**src/rtl/eim_pkg.sv**
```systemverilog
// Purpose : shared types and constants for the EIM bus bridge.
// Latency : n/a (declarations only).
// Backpr. : n/a.
package eim_pkg;

  typedef enum logic [2:0] {
    IDLE,
    WR_DATA,
    WR_REQ,
    RD_REQ,
    RD_RSP,
    RD_DRIVE
  } eim_state_t;

  // EIM control strobes are active low, so "idle" is a high level.
  localparam logic       EIM_CTRL_IDLE    = 1'b1;
  localparam logic [7:0] ERR_DATA_DEFAULT = 8'hFF;

endpackage

```
**src/rtl/eim_sync.sv**
```systemverilog
// Purpose : STAGES-deep flop synchroniser for a WIDTH-bit asynchronous input.
// Latency : STAGES clk cycles from d to q.
// Backpr. : none; free-running.
// Ports   : clk, rst (async active-high), d (raw input), q (synchronised output).
module eim_sync #(
  parameter int                 WIDTH     = 1,
  parameter int                 STAGES    = 2,
  parameter logic [WIDTH-1:0]   RESET_VAL = '0
) (
  input  logic             clk,
  input  logic             rst,
  input  logic [WIDTH-1:0] d,
  output logic [WIDTH-1:0] q
);

  logic [WIDTH-1:0] sync_q [STAGES];
  logic [WIDTH-1:0] sync_d [STAGES];

  always_comb begin
    sync_d[0] = d;
    for (int i = 1; i < STAGES; i++) begin
      sync_d[i] = sync_q[i-1];
    end
  end

  always_ff @(posedge clk or posedge rst) begin
    if (rst) begin
      for (int i = 0; i < STAGES; i++) begin
        sync_q[i] <= RESET_VAL;
      end
    end else begin
      for (int i = 0; i < STAGES; i++) begin
        sync_q[i] <= sync_d[i];
      end
    end
  end

  assign q = sync_q[STAGES-1];

endmodule

```
**src/rtl/eim_bus_bridge.sv**
```systemverilog
// Purpose : converts i.MX6 EIM cycles (muxed 8-bit A/D) into single valid/ready
//           requests, stalls CPU reads via eim_wait_n and steers the BBPD tristate.
// Latency : raw pin change -> SYNC_STAGES sync flops -> 1 registered output cycle.
// Backpr. : req_valid/payload held until req_ready; reads hold eim_wait_n low until
//           response or TIMEOUT_CYCLES; a new EIM cycle during a pending write is
//           dropped and flagged on err_overrun.
// Ports   : clk/rst; eim_cs0_n/lba_n/wr_n/oe_n + da_in (raw EIM); da_out/da_t (BBPD);
//           eim_wait_n; req_* (request bus); rsp_* (read response); err_timeout/overrun.
module eim_bus_bridge
  import eim_pkg::*;
#(
  parameter int         SYNC_STAGES    = 2,
  parameter int         TIMEOUT_CYCLES = 64,
  parameter logic [7:0] ERR_DATA       = ERR_DATA_DEFAULT
) (
  input  logic       clk,
  input  logic       rst,
  input  logic       eim_cs0_n,
  input  logic       eim_lba_n,
  input  logic       eim_wr_n,
  input  logic       eim_oe_n,
  input  logic [7:0] da_in,
  output logic [7:0] da_out,
  output logic       da_t,
  output logic       eim_wait_n,
  output logic       req_valid,
  input  logic       req_ready,
  output logic       req_we,
  output logic [7:0] req_addr,
  output logic [7:0] req_wdata,
  input  logic       rsp_valid,
  input  logic [7:0] rsp_rdata,
  output logic       err_timeout,
  output logic       err_overrun
);

  localparam int             CNT_W   = $clog2(TIMEOUT_CYCLES + 1);
  localparam logic [CNT_W-1:0] CNT_MAX = CNT_W'(TIMEOUT_CYCLES);

  // Control bits packed as {cs, lba, wr, oe}.
  logic [3:0] ctrl_s;
  logic [7:0] da_s;
  logic       cs_s, lba_s, wr_s, oe_s;

  eim_sync #(.WIDTH(4), .STAGES(SYNC_STAGES), .RESET_VAL({4{EIM_CTRL_IDLE}})) u_sync_ctrl (
    .clk (clk),
    .rst (rst),
    .d   ({eim_cs0_n, eim_lba_n, eim_wr_n, eim_oe_n}),
    .q   (ctrl_s)
  );

  eim_sync #(.WIDTH(8), .STAGES(SYNC_STAGES), .RESET_VAL(8'h00)) u_sync_data (
    .clk (clk),
    .rst (rst),
    .d   (da_in),
    .q   (da_s)
  );

  assign {cs_s, lba_s, wr_s, oe_s} = ctrl_s;

  logic [3:0] ctrl_prev_q, ctrl_prev_d;
  logic       cs_rise, lba_fall, wr_rise, oe_rise;

  assign ctrl_prev_d = ctrl_s;
  assign cs_rise  = !ctrl_prev_q[3] &&  cs_s;
  assign lba_fall =  ctrl_prev_q[2] && !lba_s;
  assign wr_rise  = !ctrl_prev_q[1] &&  wr_s;
  assign oe_rise  = !ctrl_prev_q[0] &&  oe_s;

  eim_state_t       state_q, state_d;
  logic [7:0]       da_out_q, da_out_d;
  logic             da_t_q, da_t_d;
  logic             eim_wait_n_q, eim_wait_n_d;
  logic             req_valid_q, req_valid_d;
  logic             req_we_q, req_we_d;
  logic [7:0]       req_addr_q, req_addr_d;
  logic [7:0]       req_wdata_q, req_wdata_d;
  logic             err_timeout_q, err_timeout_d;
  logic             err_overrun_q, err_overrun_d;
  logic [CNT_W-1:0] cnt_q, cnt_d;
  // late_q: this read already timed out, so any response is discarded.
  logic             late_q, late_d;

  logic             in_read;
  logic [CNT_W-1:0] cnt_inc;
  logic             to_fire;

  assign in_read = (state_q == RD_REQ) || (state_q == RD_RSP);
  assign cnt_inc = cnt_q + 1'b1;
  // Fires on the cycle the counter steps onto TIMEOUT_CYCLES, once per read.
  assign to_fire = in_read && !late_q && (cnt_q != CNT_MAX) && (cnt_inc == CNT_MAX);

  always_comb begin
    state_d       = state_q;
    da_out_d      = da_out_q;
    da_t_d        = cs_s || oe_s;
    eim_wait_n_d  = eim_wait_n_q;
    req_valid_d   = req_valid_q;
    req_we_d      = req_we_q;
    req_addr_d    = req_addr_q;
    req_wdata_d   = req_wdata_q;
    err_timeout_d = 1'b0;
    err_overrun_d = err_overrun_q;
    cnt_d         = cnt_q;
    late_d        = late_q;

    if (in_read && (cnt_q != CNT_MAX)) begin
      cnt_d = cnt_inc;
    end

    case (state_q)
      IDLE: begin
        if (lba_fall && !cs_s) begin
          req_addr_d = da_s;
          if (wr_s) begin
            state_d      = RD_REQ;
            req_valid_d  = 1'b1;
            req_we_d     = 1'b0;
            eim_wait_n_d = 1'b0;
            cnt_d        = '0;
            late_d       = 1'b0;
          end else begin
            state_d = WR_DATA;
          end
        end
      end
      WR_DATA: begin
        if (cs_rise) begin
          state_d = IDLE;
        end else if (wr_rise) begin
          req_wdata_d = da_s;
          req_valid_d = 1'b1;
          req_we_d    = 1'b1;
          state_d     = WR_REQ;
        end
      end
      WR_REQ: begin
        if (lba_fall) begin
          err_overrun_d = 1'b1;
        end
        if (req_ready) begin
          req_valid_d = 1'b0;
          state_d     = IDLE;
        end
      end
      RD_REQ: begin
        if (to_fire) begin
          da_out_d      = ERR_DATA;
          eim_wait_n_d  = 1'b1;
          err_timeout_d = 1'b1;
          late_d        = 1'b1;
        end
        if (req_ready) begin
          req_valid_d = 1'b0;
          state_d     = (late_q || to_fire) ? RD_DRIVE : RD_RSP;
        end
      end
      RD_RSP: begin
        if (rsp_valid) begin
          da_out_d     = rsp_rdata;
          eim_wait_n_d = 1'b1;
          state_d      = RD_DRIVE;
        end else if (to_fire) begin
          da_out_d      = ERR_DATA;
          eim_wait_n_d  = 1'b1;
          err_timeout_d = 1'b1;
          late_d        = 1'b1;
          state_d       = RD_DRIVE;
        end
      end
      RD_DRIVE: begin
        if (oe_rise || cs_rise) begin
          state_d = IDLE;
        end
      end
      default: state_d = IDLE;
    endcase
  end

  always_ff @(posedge clk or posedge rst) begin
    if (rst) begin
      ctrl_prev_q   <= {4{EIM_CTRL_IDLE}};
      state_q       <= IDLE;
      da_out_q      <= 8'h00;
      da_t_q        <= 1'b1;
      eim_wait_n_q  <= 1'b1;
      req_valid_q   <= 1'b0;
      req_we_q      <= 1'b0;
      req_addr_q    <= 8'h00;
      req_wdata_q   <= 8'h00;
      err_timeout_q <= 1'b0;
      err_overrun_q <= 1'b0;
      cnt_q         <= '0;
      late_q        <= 1'b0;
    end else begin
      ctrl_prev_q   <= ctrl_prev_d;
      state_q       <= state_d;
      da_out_q      <= da_out_d;
      da_t_q        <= da_t_d;
      eim_wait_n_q  <= eim_wait_n_d;
      req_valid_q   <= req_valid_d;
      req_we_q      <= req_we_d;
      req_addr_q    <= req_addr_d;
      req_wdata_q   <= req_wdata_d;
      err_timeout_q <= err_timeout_d;
      err_overrun_q <= err_overrun_d;
      cnt_q         <= cnt_d;
      late_q        <= late_d;
    end
  end

  assign da_out      = da_out_q;
  assign da_t        = da_t_q;
  assign eim_wait_n  = eim_wait_n_q;
  assign req_valid   = req_valid_q;
  assign req_we      = req_we_q;
  assign req_addr    = req_addr_q;
  assign req_wdata   = req_wdata_q;
  assign err_timeout = err_timeout_q;
  assign err_overrun = err_overrun_q;

endmodule

```
**config.mk**
```make
export PLATFORM = sky130hd
export DESIGN_NAME = eim_bus_bridge
export DESIGN_NICKNAME = d
export VERILOG_FILES = /design/src/rtl/eim_pkg.sv /design/src/rtl/eim_sync.sv /design/src/rtl/eim_bus_bridge.sv
export SDC_FILE = /design/constraint.sdc
export NUM_CORES = 1
export LEC_CHECK = 0
export CAP_MARGIN = 20
export CORE_MARGIN = 2
export CORE_UTILIZATION = 50
export DETAILED_ROUTE_END_ITERATION = 10
export PLACE_DENSITY_LB_ADDON = 0.25
export SLEW_MARGIN = 30
export SYNTH_ARGS = -nofsm -noshare
export SYNTH_HDL_FRONTEND = slang
export SYNTH_SLANG_ARGS = --single-unit
```
**constraint.sdc**
```tcl
create_clock -name clk -period 2.4 [get_ports clk]
set_clock_uncertainty 0.1 [all_clocks]
set_input_delay 0.24 -clock clk [delete_from_list [all_inputs] [get_ports clk]]
set_output_delay 0.24 -clock clk [all_outputs]
set_load 0.05 [all_outputs]
```
==> summary.md <==
Top achievable clock speed: 451 MHz. TritonCTS built the clock tree. Of all flip-flops after synthesis, the portion carrying an async set or reset was 100%. Synthesis produced a netlist whose cell count is 217. The tools report the number of CTS-inserted buffers as 9. Final number of max-transition violations: 0. Sequential cells were found to cover 64.0% of the synthesized design area.

The logs give 0 ns for the final-layout setup total negative slack and 244 for the number of nets produced by synthesis. For the pin with the worst max-slew slack, the measured transition is 0.592 ns. The run gives 3.38 mm as the HPWL after detailed placement. The worst setup path is launched from a flip-flop. The worst-case hold slack is 0.177 ns.

For the worst setup path, the data arrival time is 2.38 ns. The setup slack of the most critical reg-to-reg path is 0.18 ns. Total congestion overflow after global routing: 0.

Dividing total power by cell area gives a power density of 1360 nW/µm². The largest fanout on the critical path works out to 9. The number of input and output port buffers inserted came out at 53. The post-synthesis to final-layout area growth works out to 30.8%. Class of the most critical setup path: reg2reg. The final count of negative-setup-slack endpoints was 0; the post-place instance area was 3330 µm². Once routing completed, OpenROAD measured the worst setup slack at 0.182 ns. STA puts the critical path data required time at 2.56 ns. Final wirelength: 4.77 mm. The floorplan step defined a die boundary enclosing 6050 µm². The library cell used most frequently in the layout, excluding fill and tap cells, is sky130_fd_sc_hd__dfrtp_1. The number of enable flip-flop cells after synthesis was 0; the height of the chip was 77.8 µm. The tools report the antenna diode instance count as 0. The final weighted congestion of routability-driven global placement was 0.858. The logs give 0 for the number of resized instances in the post-cts repair step and 26 for the number of rows created at floorplan. The clock passes through at most 2 buffers. The run gives 3 as the depth of the CTS H-tree. Detailed-route wire length per cell: 13.5 µm.

The min-delay analysis places its worst path in the category in2async. The via count of the first global-routing pass is 1767, and the clock-pin slew on the worst setup and hold paths is 0.07 ns. The average size of a mapped cell was 12.6 µm²; the time the worst path needs with I/O delays and setup was 2.22 ns.

At the later pin of the worst-skew pair, clock insertion delay measures 0.34 ns. In this run the remaining antenna-violating nets after routing total 0. After layout, the worst path uses 92.4% of the clock period. Yosys mapped the design onto 46 distinct sky130hd cell types. The count of synthesis-stage warnings from yosys is 0, and the relative slew slack is 60.5%. The final hold violation count was 0. In this run the post-CTS setup repair buffer count came out at 0. STA classifies the critical path endpoint as a flip-flop.

The final layout contains 306 nets. In this run the clock root is driven by a sky130_fd_sc_hd__clkbuf_8. The post-cts hold buffer count was 0; the final instance area was 3560 µm².

The number of vias per cell works out to 4.98. The run finished with clean final reports. Max-cap violations in this run came to 0.

The tools report the I/O pin count as 54. In this run the static leakage power is 1.52 nW. The first global-routing pass estimated 8.05 mm of wire. The number of detailed-routing iterations run before antenna repair was 4; the fraction of layout instances using a drive strength above 1 was 22.9%. The most used flip-flop cell after synthesis is sky130_fd_sc_hd__dfrtp_1.

For the setup slack after placement, the log shows 0.207 ns. Setup repair after global routing left no endpoint under its margin. VDD sags by at most 717 µV. The share of the core filled with cells in the final layout was 68.9%.

For this run, design rule violations remaining after detail routing come to 0. The number of DRC violations after detailed-routing iteration 0 was 54. For the sink count of the clock tree, the log shows 69.

Synthesized flop and latch total: 69. Entering global routing, the biggest net connects 44 pins. The mapped netlist covers 2720 µm².

The top cell types in the final layout, fill and taps aside, are 55 x sky130_fd_sc_hd__dfrtp_1, 53 x sky130_fd_sc_hd__clkdlybuf4s50_1, 30 x sky130_fd_sc_hd__nor2_1. For this block, the via count after detailed routing is 1763. From left edge to right edge, the die measures 77.8 µm. The logs give 0 for the initial antenna violation count and 17.4% for the overall track demand over capacity in global routing. The initial cell density of the core was 52.7%. The tools report the area of the core as 5170 µm².
## worst max-delay path, cell delays in order, from the launching register on
cell                      delay, ns
sky130_fd_sc_hd__dfrtp_1       0.38
sky130_fd_sc_hd__or3b_4        0.41
sky130_fd_sc_hd__and2_4        0.16
sky130_fd_sc_hd__or2_1         0.28
sky130_fd_sc_hd__nor4_4        0.39
sky130_fd_sc_hd__buf_4         0.24
sky130_fd_sc_hd__nor2_1        0.06
sky130_fd_sc_hd__a21oi_1       0.14
## through the flow
| stage | total power, mW | std cells |
|---|---|---|
| global placement | 3.81 | 338 |
| finish | 4.85 | 354 |
| floorplan | 3.23 | 217 |
| detailed placement | 3.86 | 338 |
| global route | 5.12 | 354 |
| CTS | 4.90 | 354 |
## flip-flops by register name (all words and copies together) (netlist names)
| register | count |
|---|---|
| err_overrun | 1 |
| err_timeout | 1 |
| req_wdata | 8 |
| cnt_q | 7 |
| eim_wait_n | 1 |
| req_valid | 1 |
| late_q | 1 |
| da_t | 1 |
| u_sync_ctrl.q | 4 |
| req_we | 1 |
| ctrl_prev_q | 4 |
| u_sync_data.sync_d | 8 |
| u_sync_data.q | 8 |
| req_addr | 8 |
| state_q | 3 |
| u_sync_ctrl.sync_d | 4 |
| da_out | 8 |
## per-layer routing
metal  wire length, µm  vias up  track usage [%]
li1                  -      858                -
met1              2130      866             22.3
met2              2390       30             27.2
met3               176        9             4.65
met4                76        0             8.93
met5                 0        -                0
## power breakdown
| part | internal (mW) | total (mW) | switching (mW) |
|---|---|---|---|
| registers | 1.49 | 1.69 | 0.205 |
| logic | 0.820 | 2.14 | 1.32 |
| clock network | 0.598 | 1.02 | 0.423 |
## cells by family (layout without fill, tap and decap cells)
| logic type | Yosys count | count (layout) | synth area share, % |
|---|---|---|---|
| compound gates | 30 | 30 | 7.07 |
| fa+ha+maj | 3 | 3 | 1.38 |
| simple gates | 73 | 73 | 14.6 |
| xor+xnor | 6 | 6 | 1.93 |
| flops | 69 | 69 | 64.0 |
| mux | 17 | 17 | 6.98 |
| buf+inv | 19 | 86 | 4.04 |
## path summary, 6_finish.rpt
path                                                  from                               to  cells after the start
max                                 state_q[0]$_DFFE_PP0P_            da_out[7]$_DFFE_PP0N_                      7
max reg2reg                         state_q[0]$_DFFE_PP0P_            da_out[7]$_DFFE_PP0N_                      7
min                                                    rst            da_out[6]$_DFFE_PP0N_                      3
max in group asynchronous                              rst         ctrl_prev_q[3]$_DFF_PP1_                      3
min in group clk                                 eim_cs0_n  u_sync_ctrl.sync_d[3]$_DFF_PP1_                      1
min reg2reg                u_sync_data.sync_d[0]$_DFF_PP0_       u_sync_data.q[0]$_DFF_PP0_                      0
## cell usage after synthesis (all sizes together), types with 3 or more instances
cell type	count	area, µm²
nor3	4	25.0
or2	4	25.0
dfstp	14	368
dfrtp	55	1380
o21ai	4	20.0
nor4	4	40.0
nand2	9	33.8
inv	8	30.0
a31oi	3	18.8
buf	8	68.8
mux2	16	180
a21oi	14	70.1
nor2	30	113
nor3b	3	22.5
ha	3	37.5
clkbuf	3	11.3
xnor2	4	35.0
## layout make-up
cell class / instances / area [µm²]
tap: 70 / 87.6
multi-input combinational: 129 / 870
clock inverter: 2 / 17.5
fill: 376 / 1610
sequential: 69 / 1740
inverter: 8 / 30.0
clock buffer: 14 / 216
timing repair buffer: 62 / 598
No activity file was read; power rests on OpenSTA's default activity.
